===== config.mk =====
export PLATFORM = sky130hd
export DESIGN_NAME = alu_issue_ctrl
export DESIGN_NICKNAME = d
export VERILOG_FILES = /design/src/rtl/alu_pkg.sv /design/src/rtl/alu_op_decode.sv /design/src/rtl/alu_issue_ctrl.sv
export SDC_FILE = /design/constraint.sdc
export NUM_CORES = 1
export LEC_CHECK = 0
export CAP_MARGIN = 0
export CORE_MARGIN = 2
export CORE_UTILIZATION = 41
export DETAILED_ROUTE_END_ITERATION = 7
export HOLD_SLACK_MARGIN = 0.05
export MAX_ROUTING_LAYER = met4
export PLACE_DENSITY = 0.8
export SLEW_MARGIN = 20
export SYNTH_ARGS = -nofsm -noshare
export SYNTH_HDL_FRONTEND = slang
export SYNTH_SLANG_ARGS = --single-unit

===== constraint.sdc =====
create_clock -name clk -period 5.2 [get_ports clk]
set_clock_uncertainty 0.05 [all_clocks]
set_input_delay 1.04 -clock clk [delete_from_list [all_inputs] [get_ports clk]]
set_output_delay 1.04 -clock clk [all_outputs]
set_load 0.005 [all_outputs]

===== src/rtl/alu_pkg.sv =====
// Shared definitions for the ALU issue controller: opcodes, slice selects,
// controller state encoding and the decoded control bundle.
package alu_pkg;

    localparam logic [2:0] OP_ADD  = 3'd0;
    localparam logic [2:0] OP_SUB  = 3'd1;
    localparam logic [2:0] OP_XOR  = 3'd2;
    localparam logic [2:0] OP_SLT  = 3'd3;
    localparam logic [2:0] OP_AND  = 3'd4;
    localparam logic [2:0] OP_NAND = 3'd5;
    localparam logic [2:0] OP_NOR  = 3'd6;
    localparam logic [2:0] OP_OR   = 3'd7;

    localparam logic [1:0] SEL_ADDSUB = 2'd0;
    localparam logic [1:0] SEL_XOR    = 2'd1;
    localparam logic [1:0] SEL_SLT    = 2'd2;
    localparam logic [1:0] SEL_LOGIC  = 2'd3;

    typedef enum logic [1:0] {
        IDLE   = 2'd0,
        SETTLE = 2'd1,
        RESP   = 2'd2
    } state_e;

    typedef struct packed {
        logic [1:0] sel;
        logic       use_or;
        logic       invflag;
    } alu_ctrl_t;

endpackage


===== src/rtl/alu_op_decode.sv =====
// Combinational map from a 3-bit opcode onto the ALU slice controls.
module alu_op_decode
    import alu_pkg::*;
(
    input  logic [2:0] op,
    output logic [1:0] sel,
    output logic       use_or,
    output logic       invflag
);

    alu_ctrl_t ctrl_s;

    // opcode to slice select / or-slice / invert decode
    always_comb begin
        ctrl_s = '{sel: SEL_ADDSUB, use_or: 1'b0, invflag: 1'b0};
        case (op)
            OP_ADD:  ctrl_s = '{sel: SEL_ADDSUB, use_or: 1'b0, invflag: 1'b0};
            OP_SUB:  ctrl_s = '{sel: SEL_ADDSUB, use_or: 1'b0, invflag: 1'b1};
            OP_XOR:  ctrl_s = '{sel: SEL_XOR,    use_or: 1'b0, invflag: 1'b0};
            OP_SLT:  ctrl_s = '{sel: SEL_SLT,    use_or: 1'b0, invflag: 1'b1};
            OP_AND:  ctrl_s = '{sel: SEL_LOGIC,  use_or: 1'b0, invflag: 1'b0};
            OP_NAND: ctrl_s = '{sel: SEL_LOGIC,  use_or: 1'b0, invflag: 1'b1};
            OP_NOR:  ctrl_s = '{sel: SEL_LOGIC,  use_or: 1'b1, invflag: 1'b1};
            OP_OR:   ctrl_s = '{sel: SEL_LOGIC,  use_or: 1'b1, invflag: 1'b0};
            default: ctrl_s = '{sel: SEL_ADDSUB, use_or: 1'b0, invflag: 1'b0};
        endcase
    end

    assign sel     = ctrl_s.sel;
    assign use_or  = ctrl_s.use_or;
    assign invflag = ctrl_s.invflag;

endmodule


===== src/rtl/alu_issue_ctrl.sv =====
// Issue controller for the combinational ALU: accepts a command, holds the
// operands steady while the gate-delayed ALU settles, then captures a response.
module alu_issue_ctrl
    import alu_pkg::*;
#(
    parameter int WIDTH         = 32,
    parameter int SETTLE_CYCLES = 4
) (
    input  logic             clk,
    input  logic             reset,
    input  logic             cmd_valid,
    output logic             cmd_ready,
    input  logic [2:0]       cmd_op,
    input  logic [WIDTH-1:0] cmd_a,
    input  logic [WIDTH-1:0] cmd_b,
    output logic [WIDTH-1:0] alu_a,
    output logic [WIDTH-1:0] alu_b,
    output logic [1:0]       alu_sel,
    output logic             alu_or,
    output logic             alu_invflag,
    input  logic [WIDTH-1:0] alu_result,
    input  logic             alu_carryout,
    input  logic             alu_overflow,
    output logic             rsp_valid,
    input  logic             rsp_ready,
    output logic [WIDTH-1:0] rsp_result,
    output logic             rsp_carryout,
    output logic             rsp_overflow,
    output logic             rsp_zero
);

    // Counter starts one below the settle time so capture lands exactly
    // SETTLE_CYCLES edges after the accept edge.
    localparam logic [3:0] SETTLE_LOAD = 4'(SETTLE_CYCLES - 1);

    state_e           state_q, state_d;
    logic [3:0]       cnt_q, cnt_d;
    logic             cmd_ready_q, cmd_ready_d;
    logic [WIDTH-1:0] alu_a_q, alu_a_d;
    logic [WIDTH-1:0] alu_b_q, alu_b_d;
    logic [1:0]       alu_sel_q, alu_sel_d;
    logic             alu_or_q, alu_or_d;
    logic             alu_invflag_q, alu_invflag_d;
    logic             rsp_valid_q, rsp_valid_d;
    logic [WIDTH-1:0] rsp_result_q, rsp_result_d;
    logic             rsp_carryout_q, rsp_carryout_d;
    logic             rsp_overflow_q, rsp_overflow_d;
    logic             rsp_zero_q, rsp_zero_d;

    logic [1:0]       dec_sel_s;
    logic             dec_or_s;
    logic             dec_inv_s;

    alu_op_decode u_decode (
        .op      (cmd_op),
        .sel     (dec_sel_s),
        .use_or  (dec_or_s),
        .invflag (dec_inv_s)
    );

    // next-state and next-output computation for the issue FSM
    always_comb begin
        state_d        = state_q;
        cnt_d          = cnt_q;
        cmd_ready_d    = cmd_ready_q;
        alu_a_d        = alu_a_q;
        alu_b_d        = alu_b_q;
        alu_sel_d      = alu_sel_q;
        alu_or_d       = alu_or_q;
        alu_invflag_d  = alu_invflag_q;
        rsp_valid_d    = rsp_valid_q;
        rsp_result_d   = rsp_result_q;
        rsp_carryout_d = rsp_carryout_q;
        rsp_overflow_d = rsp_overflow_q;
        rsp_zero_d     = rsp_zero_q;

        case (state_q)
            IDLE: begin
                if (cmd_valid && cmd_ready_q) begin
                    alu_a_d       = cmd_a;
                    alu_b_d       = cmd_b;
                    alu_sel_d     = dec_sel_s;
                    alu_or_d      = dec_or_s;
                    alu_invflag_d = dec_inv_s;
                    cnt_d         = SETTLE_LOAD;
                    cmd_ready_d   = 1'b0;
                    state_d       = SETTLE;
                end else begin
                    cmd_ready_d   = 1'b1;
                    state_d       = IDLE;
                end
            end
            SETTLE: begin
                cmd_ready_d = 1'b0;
                if (cnt_q == 4'd0) begin
                    rsp_result_d   = alu_result;
                    rsp_carryout_d = alu_carryout;
                    rsp_overflow_d = alu_overflow;
                    rsp_zero_d     = (alu_result == {WIDTH{1'b0}});
                    rsp_valid_d    = 1'b1;
                    state_d        = RESP;
                end else begin
                    cnt_d   = cnt_q - 4'd1;
                    state_d = SETTLE;
                end
            end
            RESP: begin
                if (rsp_ready) begin
                    rsp_valid_d = 1'b0;
                    cmd_ready_d = 1'b1;
                    state_d     = IDLE;
                end else begin
                    rsp_valid_d = 1'b1;
                    cmd_ready_d = 1'b0;
                    state_d     = RESP;
                end
            end
            default: begin
                // unused encoding: recover to a clean idle without a response
                rsp_valid_d = 1'b0;
                cmd_ready_d = 1'b0;
                cnt_d       = 4'd0;
                state_d     = IDLE;
            end
        endcase
    end

    // state and registered-output flops
    always_ff @(posedge clk or posedge reset) begin
        if (reset) begin
            state_q        <= IDLE;
            cnt_q          <= 4'd0;
            cmd_ready_q    <= 1'b0;
            alu_a_q        <= {WIDTH{1'b0}};
            alu_b_q        <= {WIDTH{1'b0}};
            alu_sel_q      <= 2'd0;
            alu_or_q       <= 1'b0;
            alu_invflag_q  <= 1'b0;
            rsp_valid_q    <= 1'b0;
            rsp_result_q   <= {WIDTH{1'b0}};
            rsp_carryout_q <= 1'b0;
            rsp_overflow_q <= 1'b0;
            rsp_zero_q     <= 1'b0;
        end else begin
            state_q        <= state_d;
            cnt_q          <= cnt_d;
            cmd_ready_q    <= cmd_ready_d;
            alu_a_q        <= alu_a_d;
            alu_b_q        <= alu_b_d;
            alu_sel_q      <= alu_sel_d;
            alu_or_q       <= alu_or_d;
            alu_invflag_q  <= alu_invflag_d;
            rsp_valid_q    <= rsp_valid_d;
            rsp_result_q   <= rsp_result_d;
            rsp_carryout_q <= rsp_carryout_d;
            rsp_overflow_q <= rsp_overflow_d;
            rsp_zero_q     <= rsp_zero_d;
        end
    end

    assign cmd_ready    = cmd_ready_q;
    assign alu_a        = alu_a_q;
    assign alu_b        = alu_b_q;
    assign alu_sel      = alu_sel_q;
    assign alu_or       = alu_or_q;
    assign alu_invflag  = alu_invflag_q;
    assign rsp_valid    = rsp_valid_q;
    assign rsp_result   = rsp_result_q;
    assign rsp_carryout = rsp_carryout_q;
    assign rsp_overflow = rsp_overflow_q;
    assign rsp_zero     = rsp_zero_q;

endmodule


==> impl_metrics.py, run 1 <==
metrics = {
    "outcome": {
        "status": "complete, no violations",
    },
    "sta": {
        "fmax_mhz": 370,
        "tightest_slew_ns": 0.971,
        "setup_tns_ns": 0,
        "report.final.hold_viol_count": 0,
        "finalSetupViolations": 0,
        "rsz0062_at_grt": "no",
        "drv_slew": 0,
        "timing.slew.headroom_pct": 35.2,
        "fin_crit_ns": 2.70,
        "finalCritPeriodShare_pct": 51.9,
    },
    "placement": {
        "dpl.cell_count": 628,
        "gp_congestion": 0.778,
        "io_buffers": 209,
        "post-dp-hpwl_mm": 7.96,
        "place_area_mm2": 0.00674,
    },
    "final_layout": {
        "insertedDiodeCount": 0,
        "synthToLayoutAreaGrowth_pct": 52.2,
        "final_cell_mix": "clkdlybuf4s50_1, dfrtp_1, mux2_2",
        "postLayoutCellArea_mm2": 0.00692,
        "final_nets": 613,
        "final_common_cell": "clkdlybuf4s50_1",
        "layout-drive-gt1-share_pct": 23.8,
        "final_cells": 645,
    },
    "critical_path": {
        "path_delay_family": "simple AND/OR/NAND/NOR gates",
        "endpoint_kind": "flop",
        "cp_slowest_cell": "nand3_4",
        "startpoint_type": "primary input",
        "worstPathArrival_ns": 2.90,
        "rrSetupSlack_ns": 2.88,
        "crit_buf_inv": 1,
        "path_class": "primary input to flop",
        "crit_path_max_incr_delay_ns": 0.70,
        "worstPathMaxFanout": 73,
        "cp_cell_sequence": "clkdlybuf4s50_1, nand3_4, mux2_2",
        "required_ns": 5.39,
    },
    "floorplan": {
        "core_mm2": 0.0108,
        "rows": 38,
        "io_pins": 210,
        "die-area_mm2": 0.0120,
        "chipWidth_um": 109,
        "chipHeight_um": 109,
        "initial_utilization_pct": 42.0,
    },
    "cts": {
        "cts_num_sinks": 111,
        "cts_resized": 0,
        "post-cts-setup-buffers": 0,
        "clk_path_buf_depth": 2,
        "htree_levels": 3,
        "clk_pin_slew_ns": 0.09,
        "root_buffer": "clkbuf_8",
        "insertion_delay_ns": 0.36,
        "cts_buffers": 9,
        "cts_tree": "yes",
        "ctsHoldBuffers": 0,
    },
    "logic_synthesis": {
        "syn-instance-count": 289,
        "yosys_warnings": 0,
        "synthesis.area_mm2": 0.00455,
        "synth_xor_area_share_pct": 0,
        "synth_top_family_by_area": "multiplexers",
        "synth_area_leaders": "dfrtp_1, mux2_2, mux2_4",
        "synth-simple-area-share_pct": 4.04,
        "synth_cell_type_count": 28,
        "synth_top_area_share_pct": 61.1,
        "synth.mux.area_fraction_pct": 27.0,
        "syn_area_per_cell_um2": 15.7,
        "ys_ff_latch": 111,
        "synth_compound_area_share_pct": 2.56,
        "postSynthNetCount": 402,
        "yosysSeqAreaShare_pct": 61.1,
        "synth.largest_area_cell": "dfrtp_1",
        "synthAdderAreaFrac_pct": 2.20,
    },
    "route": {
        "wirelength_mm": 10.7,
        "drt_iter0_markers": 88,
        "postRouteAntennaNets": 0,
        "post_drt_wl_per_cell_um": 16.6,
        "dr.pass1.iters": 4,
        "via_per_inst": 4.89,
        "vias": 3155,
        "drc": 0,
    },
    "global_route": {
        "grt_pass1_vias": 3266,
        "grt_usage_pct": 18.3,
        "antenna_found_initial": 0,
        "grt_max_degree": 81,
        "grt-ovfl-total": 0,
        "grt_pass1_wl_mm": 16.3,
    },
    "pwr": {
        "p_leak_nw": 2.91,
        "peakVddDrop_mv": 0.421,
        "power.density_mw_per_mm2": 564,
        "total_power_w": 0.00390,
    },
    "hold_path": {
        "hold_class": "flop to flop",
    },
    "flow_run": {
        "drv_cap": 0,
    },
}
-- worst register-to-register path: cells and delay by family, from the launching register on --
family | cells | cell delay [ns]
muxes | 1 | 0.63
DFF | 1 | 0.42
buffers and inverters | 1 | 0.10
and+or+nand+nor | 1 | 0.73
adders and majority gates | 1 | 0.28
-- kinds of logic after synthesis --
group           Yosys count
compound gates           19
fa+ha+maj                 8
buf+inv                  21
flops                   111
mux                     100
simple gates             30
-- final cells by class --
| class | count | area (µm²) |
|---|---|---|
| fill | 853 | 3920 |
| tap | 140 | 175 |
| clock buffer | 13 | 159 |
| multi-input combinational | 157 | 1640 |
| clock inverter | 3 | 17.5 |
| timing repair buffer | 212 | 2110 |
| inverter | 9 | 36.3 |
| sequential | 111 | 2780 |
-- report_power, final --
group          internal, W  total [W]  switching (W)  leakage [nW]
clock             0.000200   0.000473       0.000273        0.0894
sequential         0.00130    0.00154       0.000243          1.32
combinational      0.00131    0.00189       0.000579          1.50
-- synth_stat cells --
cell	instances
dfrtp_1	111
mux2_2	72
mux2_4	27
inv_1	9
ha_1	8
nor4_1	8
o21ai_0	8
buf_2	7
nand2_1	6
a21oi_1	4
nand3b_1	4
nor2_1	4
buf_12	3
a2111oi_0	2
nand4_1	2
o211ai_1	2
a21boi_0	1
a21o_1	1
buf_6	1
clkbuf_1	1
mux2i_1	1
nand3_2	1
nor2b_1	1
nor3_1	1
nor4bb_2	1
o41ai_1	1
or3_2	1
or3b_1	1
-- sequential cells by signal, indices dropped and copies added (netlist names) --
signal	cells
rsp_result	32
alu_b	32
cnt_q	4
cmd_ready	1
rsp_zero	1
alu_invflag	1
alu_or	1
rsp_carryout	1
state_q	2
rsp_overflow	1
rsp_valid	1
alu_sel	2
alu_a	32
-- per-layer routing --
| layer | global-route usage (%) | wire [µm] |
|---|---|---|
| met5 | - | 0 |
| met3 | 3.85 | 702 |
| met2 | 30.4 | 5510 |
| met4 | 8.05 | 276 |
| met1 | 21.5 | 4220 |
-- stage by stage --
| stage | setup WS, ns | hold WS, ns | util, % |
|---|---|---|---|
| 2_1_floorplan | 1.18 | 0.423 | - |
| 3_3_place_gp | 2.13 | 0.413 | 62.2 |
| 3_5_place_dp | 2.09 | 0.429 | 62.2 |
| 4_1_cts | 2.33 | 0.451 | 63.8 |
| 5_1_grt | 2.39 | 0.478 | 63.9 |
| 6_report | 2.50 | 0.446 | 63.9 |
-- path summary, 6_finish.rpt --
kind / startpoint / to / cells after the start
max reg2reg: state_q[0] / alu_b[7] / 4
max in group asynchronous: reset / alu_b[4] / 3
min: alu_or / alu_or / 2
max: cmd_valid / alu_b[7] / 3
min in group asynchronous: reset / rsp_result[25] / 2
min reg2reg: alu_or / alu_or / 2
Power figures use the tool's default switching activity.
==> run 2: changes to the inputs <==
- clock period: 5.2 -> 2.8 ns (I/O delays scaled with it)
==> impl_metrics.py, run 2 (synthesis gave the netlist of run 1 again) <==
metrics = {
    "outcome": {
        "status": "complete, no violations",
    },
    "sta": {
        "timing.slew.headroom_pct": 61.8,
        "finalSetupViolations": 0,
        "tightest_slew_ns": 0.572,
        "rsz0062_at_grt": "no",
        "fin_crit_ns": 2.28,
        "whs_ns": 0.440,
        "report.final.hold_viol_count": 0,
        "setup_ws_ns": 0.524,
        "drv_slew": 0,
        "setup_tns_ns": 0,
        "fmax_mhz": 439,
        "finalCritPeriodShare_pct": 81.3,
    },
    "floorplan": {
        "chipHeight_um": 109,
        "chipWidth_um": 109,
        "core_mm2": 0.0108,
        "initial_utilization_pct": 42.0,
        "io_pins": 210,
        "die-area_mm2": 0.0120,
        "rows": 38,
    },
    "pwr": {
        "p_leak_nw": 2.93,
        "total_power_w": 0.00736,
        "power.density_mw_per_mm2": 1050,
        "peakVddDrop_mv": 0.944,
    },
    "placement": {
        "gp_congestion": 0.818,
        "io_buffers": 209,
        "place_ws_ns": 0.543,
        "post-dp-hpwl_mm": 8.61,
        "dpl.cell_count": 630,
    },
    "critical_path": {
        "worstPathArrival_ns": 2.47,
        "crit_path_max_incr_delay_ns": 0.55,
        "cp_slowest_cell": "nor4bb_4",
        "endpoint_kind": "flop",
        "cp-startpoint": "state_q[1]",
        "required_ns": 2.99,
        "worstPathMaxFanout": 32,
        "startpoint_type": "flop",
        "r2r_start": "state_q[1]",
        "r2r_cells": 5,
        "cp_cell_sequence": "inv_1, ha_1, nor4bb_4, buf_12, mux2_2",
        "path_class": "flop to flop",
    },
    "final_layout": {
        "layout-drive-gt1-share_pct": 23.9,
        "synthToLayoutAreaGrowth_pct": 53.6,
        "final_nets": 614,
        "final_common_cell": "clkdlybuf4s50_1",
        "insertedDiodeCount": 0,
        "final_cells": 646,
        "final_cell_mix": "clkdlybuf4s50_1, dfrtp_1, mux2_2",
        "fillers": 850,
    },
    "cts": {
        "insertion_delay_ns": 0.36,
        "post-cts-setup-buffers": 0,
        "clk_path_buf_depth": 2,
        "cts_num_sinks": 111,
        "cts_tree": "yes",
        "root_buffer": "clkbuf_8",
        "htree_levels": 3,
        "ctsHoldBuffers": 0,
        "cts_resized": 0,
        "cts_buffers": 9,
        "clk_pin_slew_ns": 0.09,
    },
    "route": {
        "drc": 0,
        "wirelength_mm": 11.4,
        "via_per_inst": 4.92,
        "post_drt_wl_per_cell_um": 17.6,
        "vias": 3181,
        "drt_iter0_markers": 110,
        "postRouteAntennaNets": 0,
        "dr.pass1.iters": 4,
    },
    "global_route": {
        "use_met3_pct": 3.50,
        "grt-ovfl-total": 0,
        "use_met2_pct": 34.0,
        "grt_usage_pct": 19.1,
        "grt.busiest_layer": "met2",
        "grt_max_degree": 74,
        "grt_pass1_vias": 3419,
        "grt_pass1_wl_mm": 16.9,
        "grtUsageMet1_pct": 21.3,
        "antenna_found_initial": 0,
    },
    "flow_run": {
        "drv_cap": 0,
    },
    "hold_path": {
        "whs_path_depth": 2,
        "hold_class": "flop to flop",
        "holdCritStartpoint": "alu_sel[0]",
    },
}
-- run 2: changes by cell type in the layout (fill, tap and decap cells not counted) --
cell,previous run,this run
clkbuf_8,11,9
buf_4,3,0
nand3_2,0,1
inv_4,1,0
clkinvlp_4,1,2
buf_12,0,4
bufinv_16,0,1
nand3_4,1,0
inv_6,0,1
-- run 2: cell type report --
cell class	instances	area [µm²]	share of cell area, %
inverters	9	37.5	0.537
repair buffers	213	2170	31.1
flip-flops and latches	111	2780	39.8
clock buffers	11	131	1.88
multi-input cells	157	1640	23.4
well taps	140	175	2.51
clock inverters	5	56.3	0.806
-- run 2: metal layers --
layer | vias to the layer above | routed length, µm
li1 | 1451 | -
met1 | 1589 | 4480
met2 | 121 | 5950
met3 | 20 | 711
met4 | 0 | 258
met5 | - | 0
-- run 2: path summary, 6_finish.rpt --
| kind | endpoint | slack, ns |
|---|---|---|
| worst min-delay path | alu_sel[0] | 0.44 |
| max in group asynchronous | alu_b[22] | 1.51 |
| worst max register to register | rsp_result[5] | 0.52 |
| worst max-delay path | rsp_result[5] | 0.52 |
| min in group asynchronous | cnt_q[0] | 0.58 |
| worst min register to register | alu_sel[0] | 0.44 |
-- run 2: critical path, delay by kind of cell (launching register included) --
kind | cells | cell delay [ns]
fa+ha+maj | 1 | 0.37
mux | 1 | 0.36
simple gates | 1 | 0.55
buf+inv | 2 | 0.41
flops | 1 | 0.41
-- run 2: stage by stage --
| step | utilization [%] | area [µm²] |
|---|---|---|
| after global placement | 62.7 | 6800 |
| after floorplan | - | 4550 |
| final | 64.4 | 6990 |
| after CTS | 64.4 | 6990 |
| after detailed placement | 62.7 | 6800 |
| after global routing | 64.4 | 6990 |
-- run 2: report_power, final --
part / internal (W) / switching (W) / total, W
logic: 0.00244 / 0.00112 / 0.00356
clock network: 0.000416 / 0.000522 / 0.000938
registers: 0.00242 / 0.000439 / 0.00286
total: 0.00528 / 0.00208 / 0.00736
==> run 3: changes to the inputs <==
- clock period: 2.8 -> 2.39 ns (I/O delays scaled with it)
==> impl_metrics.py, run 3 (synthesis gave the netlist of run 1 again) <==
metrics = {
    "outcome": {
        "status": "complete, no violations",
    },
    "route": {
        "dr.pass1.iters": 4,
        "via_per_inst": 4.87,
        "drt_iter0_markers": 108,
        "post_drt_wl_per_cell_um": 17.1,
        "postRouteAntennaNets": 0,
        "vias": 3163,
        "drc": 0,
        "wirelength_mm": 11.1,
    },
    "critical_path": {
        "rrSetupSlack_ns": 0.33,
        "r2r_end": "rsp_result[10]",
        "cp-startpoint": "state_q[1]",
        "startpoint_type": "flop",
        "r2r_cells": 5,
        "crit_path_end": "rsp_result[10]",
        "r2r_start": "state_q[1]",
        "required_ns": 2.60,
        "worstPathMaxFanout": 32,
        "worstPathArrival_ns": 2.27,
        "path_class": "flop to flop",
        "endpoint_kind": "flop",
    },
    "sta": {
        "tightest_slew_ns": 0.592,
        "setup_tns_ns": 0,
        "fin_crit_ns": 2.06,
        "drv_slew": 0,
        "rsz0062_at_grt": "no",
        "timing.slew.headroom_pct": 60.5,
        "finalCritPeriodShare_pct": 86.0,
        "fmax_mhz": 487,
        "report.final.hold_viol_count": 0,
        "finalSetupViolations": 0,
    },
    "floorplan": {
        "chipWidth_um": 109,
        "initial_utilization_pct": 42.0,
        "rows": 38,
        "chipHeight_um": 109,
        "io_pins": 210,
        "core_mm2": 0.0108,
        "die-area_mm2": 0.0120,
    },
    "global_route": {
        "grtUsageMet1_pct": 21.8,
        "grt.busiest_layer": "met2",
        "grt_usage_pct": 18.9,
        "grt_max_degree": 64,
        "grt_pass1_wl_mm": 16.6,
        "use_met2_pct": 31.5,
        "antenna_found_initial": 0,
        "use_met3_pct": 5.45,
        "grt-ovfl-total": 0,
        "grt_pass1_vias": 3286,
    },
    "cts": {
        "insertion_delay_ns": 0.37,
        "cts_buffers": 9,
        "cts_tree": "yes",
        "cts_resized": 0,
        "cts_num_sinks": 111,
        "post-cts-setup-buffers": 0,
        "ctsHoldBuffers": 0,
        "htree_levels": 3,
        "root_buffer": "clkbuf_8",
        "clk_path_buf_depth": 2,
        "clk_pin_slew_ns": 0.10,
    },
    "pwr": {
        "swShare_pct": 28.4,
        "p_switching_w": 0.00243,
        "pwr-share-seq_pct": 38.9,
        "p_clk_share_pct": 12.0,
        "total_power_w": 0.00855,
        "p_leak_nw": 2.93,
        "p_int_w": 0.00612,
        "peakVddDrop_mv": 0.652,
        "power.density_mw_per_mm2": 1220,
        "combPwrFrac_pct": 49.1,
    },
    "final_layout": {
        "final_core_utilization_pct": 64.4,
        "insertedDiodeCount": 0,
        "layout-drive-gt1-share_pct": 24.6,
        "fillers": 841,
        "postLayoutCellArea_mm2": 0.00698,
        "final_cell_mix": "clkdlybuf4s50_1, dfrtp_1, mux2_2",
        "final_common_cell": "clkdlybuf4s50_1",
        "synthToLayoutAreaGrowth_pct": 53.5,
        "final_nets": 617,
        "multi_input_area_mm2": 0.00164,
        "ff_latch_area_mm2": 0.00278,
    },
    "placement": {
        "io_buffers": 209,
        "gp_congestion": 0.797,
        "post-dp-hpwl_mm": 8.49,
        "place_area_mm2": 0.00681,
    },
    "hold_path": {
        "hold_class": "flop to flop",
        "holdCritStartpoint": "alu_sel[0]",
    },
    "flow_run": {
        "drv_cap": 0,
    },
}
-- run 3: cell types whose count changed in the layout (fill, tap and decap cells not counted) --
cell,change
buf_12,-1
buf_4,+4
bufinv_16,-1
clkbuf_1,-1
clkbuf_8,+1
clkinv_4,+1
clkinvlp_4,+1
inv_6,-1
-- run 3: worst min-delay path by stage --
stage | end | slack (ns) | depth (start not counted)
2_1_floorplan | alu_invflag | 0.42 | 2
3_3_place_gp | alu_sel[1] | 0.41 | 2
3_5_place_dp | alu_invflag | 0.42 | 2
4_1_cts | alu_sel[0] | 0.45 | 2
5_1_grt | alu_a[8] | 0.47 | 1
6_report | alu_sel[0] | 0.44 | 2
-- run 3: critical path, stage by stage, from the launching register on --
cell	delay, ns
dfrtp_1	0.41
inv_1	0.08
ha_1	0.38
nor4bb_4	0.35
buf_12	0.29
mux2_2	0.37
-- run 3: through the flow --
| step | setup WS, ns | hold WS, ns | cells |
|---|---|---|---|
| finish | 0.335 | 0.441 | 649 |
| floorplan | 0.519 | 0.423 | 289 |
| CTS | 0.335 | 0.446 | 649 |
| global placement | 0.418 | 0.415 | 633 |
| detailed placement | 0.352 | 0.423 | 633 |
| global route | 0.244 | 0.474 | 649 |
-- run 3: final cells by class --
| type | instances | share of cell area [%] |
|---|---|---|
| timing repair buffer | 216 | 31.2 |
| tap | 140 | 2.51 |
| sequential | 111 | 39.8 |
| clock buffer | 11 | 2.02 |
| inverter | 9 | 0.538 |
| clock inverter | 5 | 0.484 |
| multi-input combinational | 157 | 23.4 |
-- run 3: power groups by stage --
stage	Sequential (W)	Combinational, W	Clock [W]
3_3_place_gp	0.00332	0.00414	0
6_report	0.00333	0.00420	0.00103
3_5_place_dp	0.00337	0.00425	0
4_1_cts	0.00334	0.00426	0.00106
5_1_grt	0.00346	0.00450	0.00114
2_1_floorplan	0.00340	0.00179	0
-- run 3: per-layer routing --
layer,vias to the layer above,routed length (µm)
met2,116,5690
li1,1457,-
met5,-,0
met1,1566,4280
met4,0,262
met3,24,863
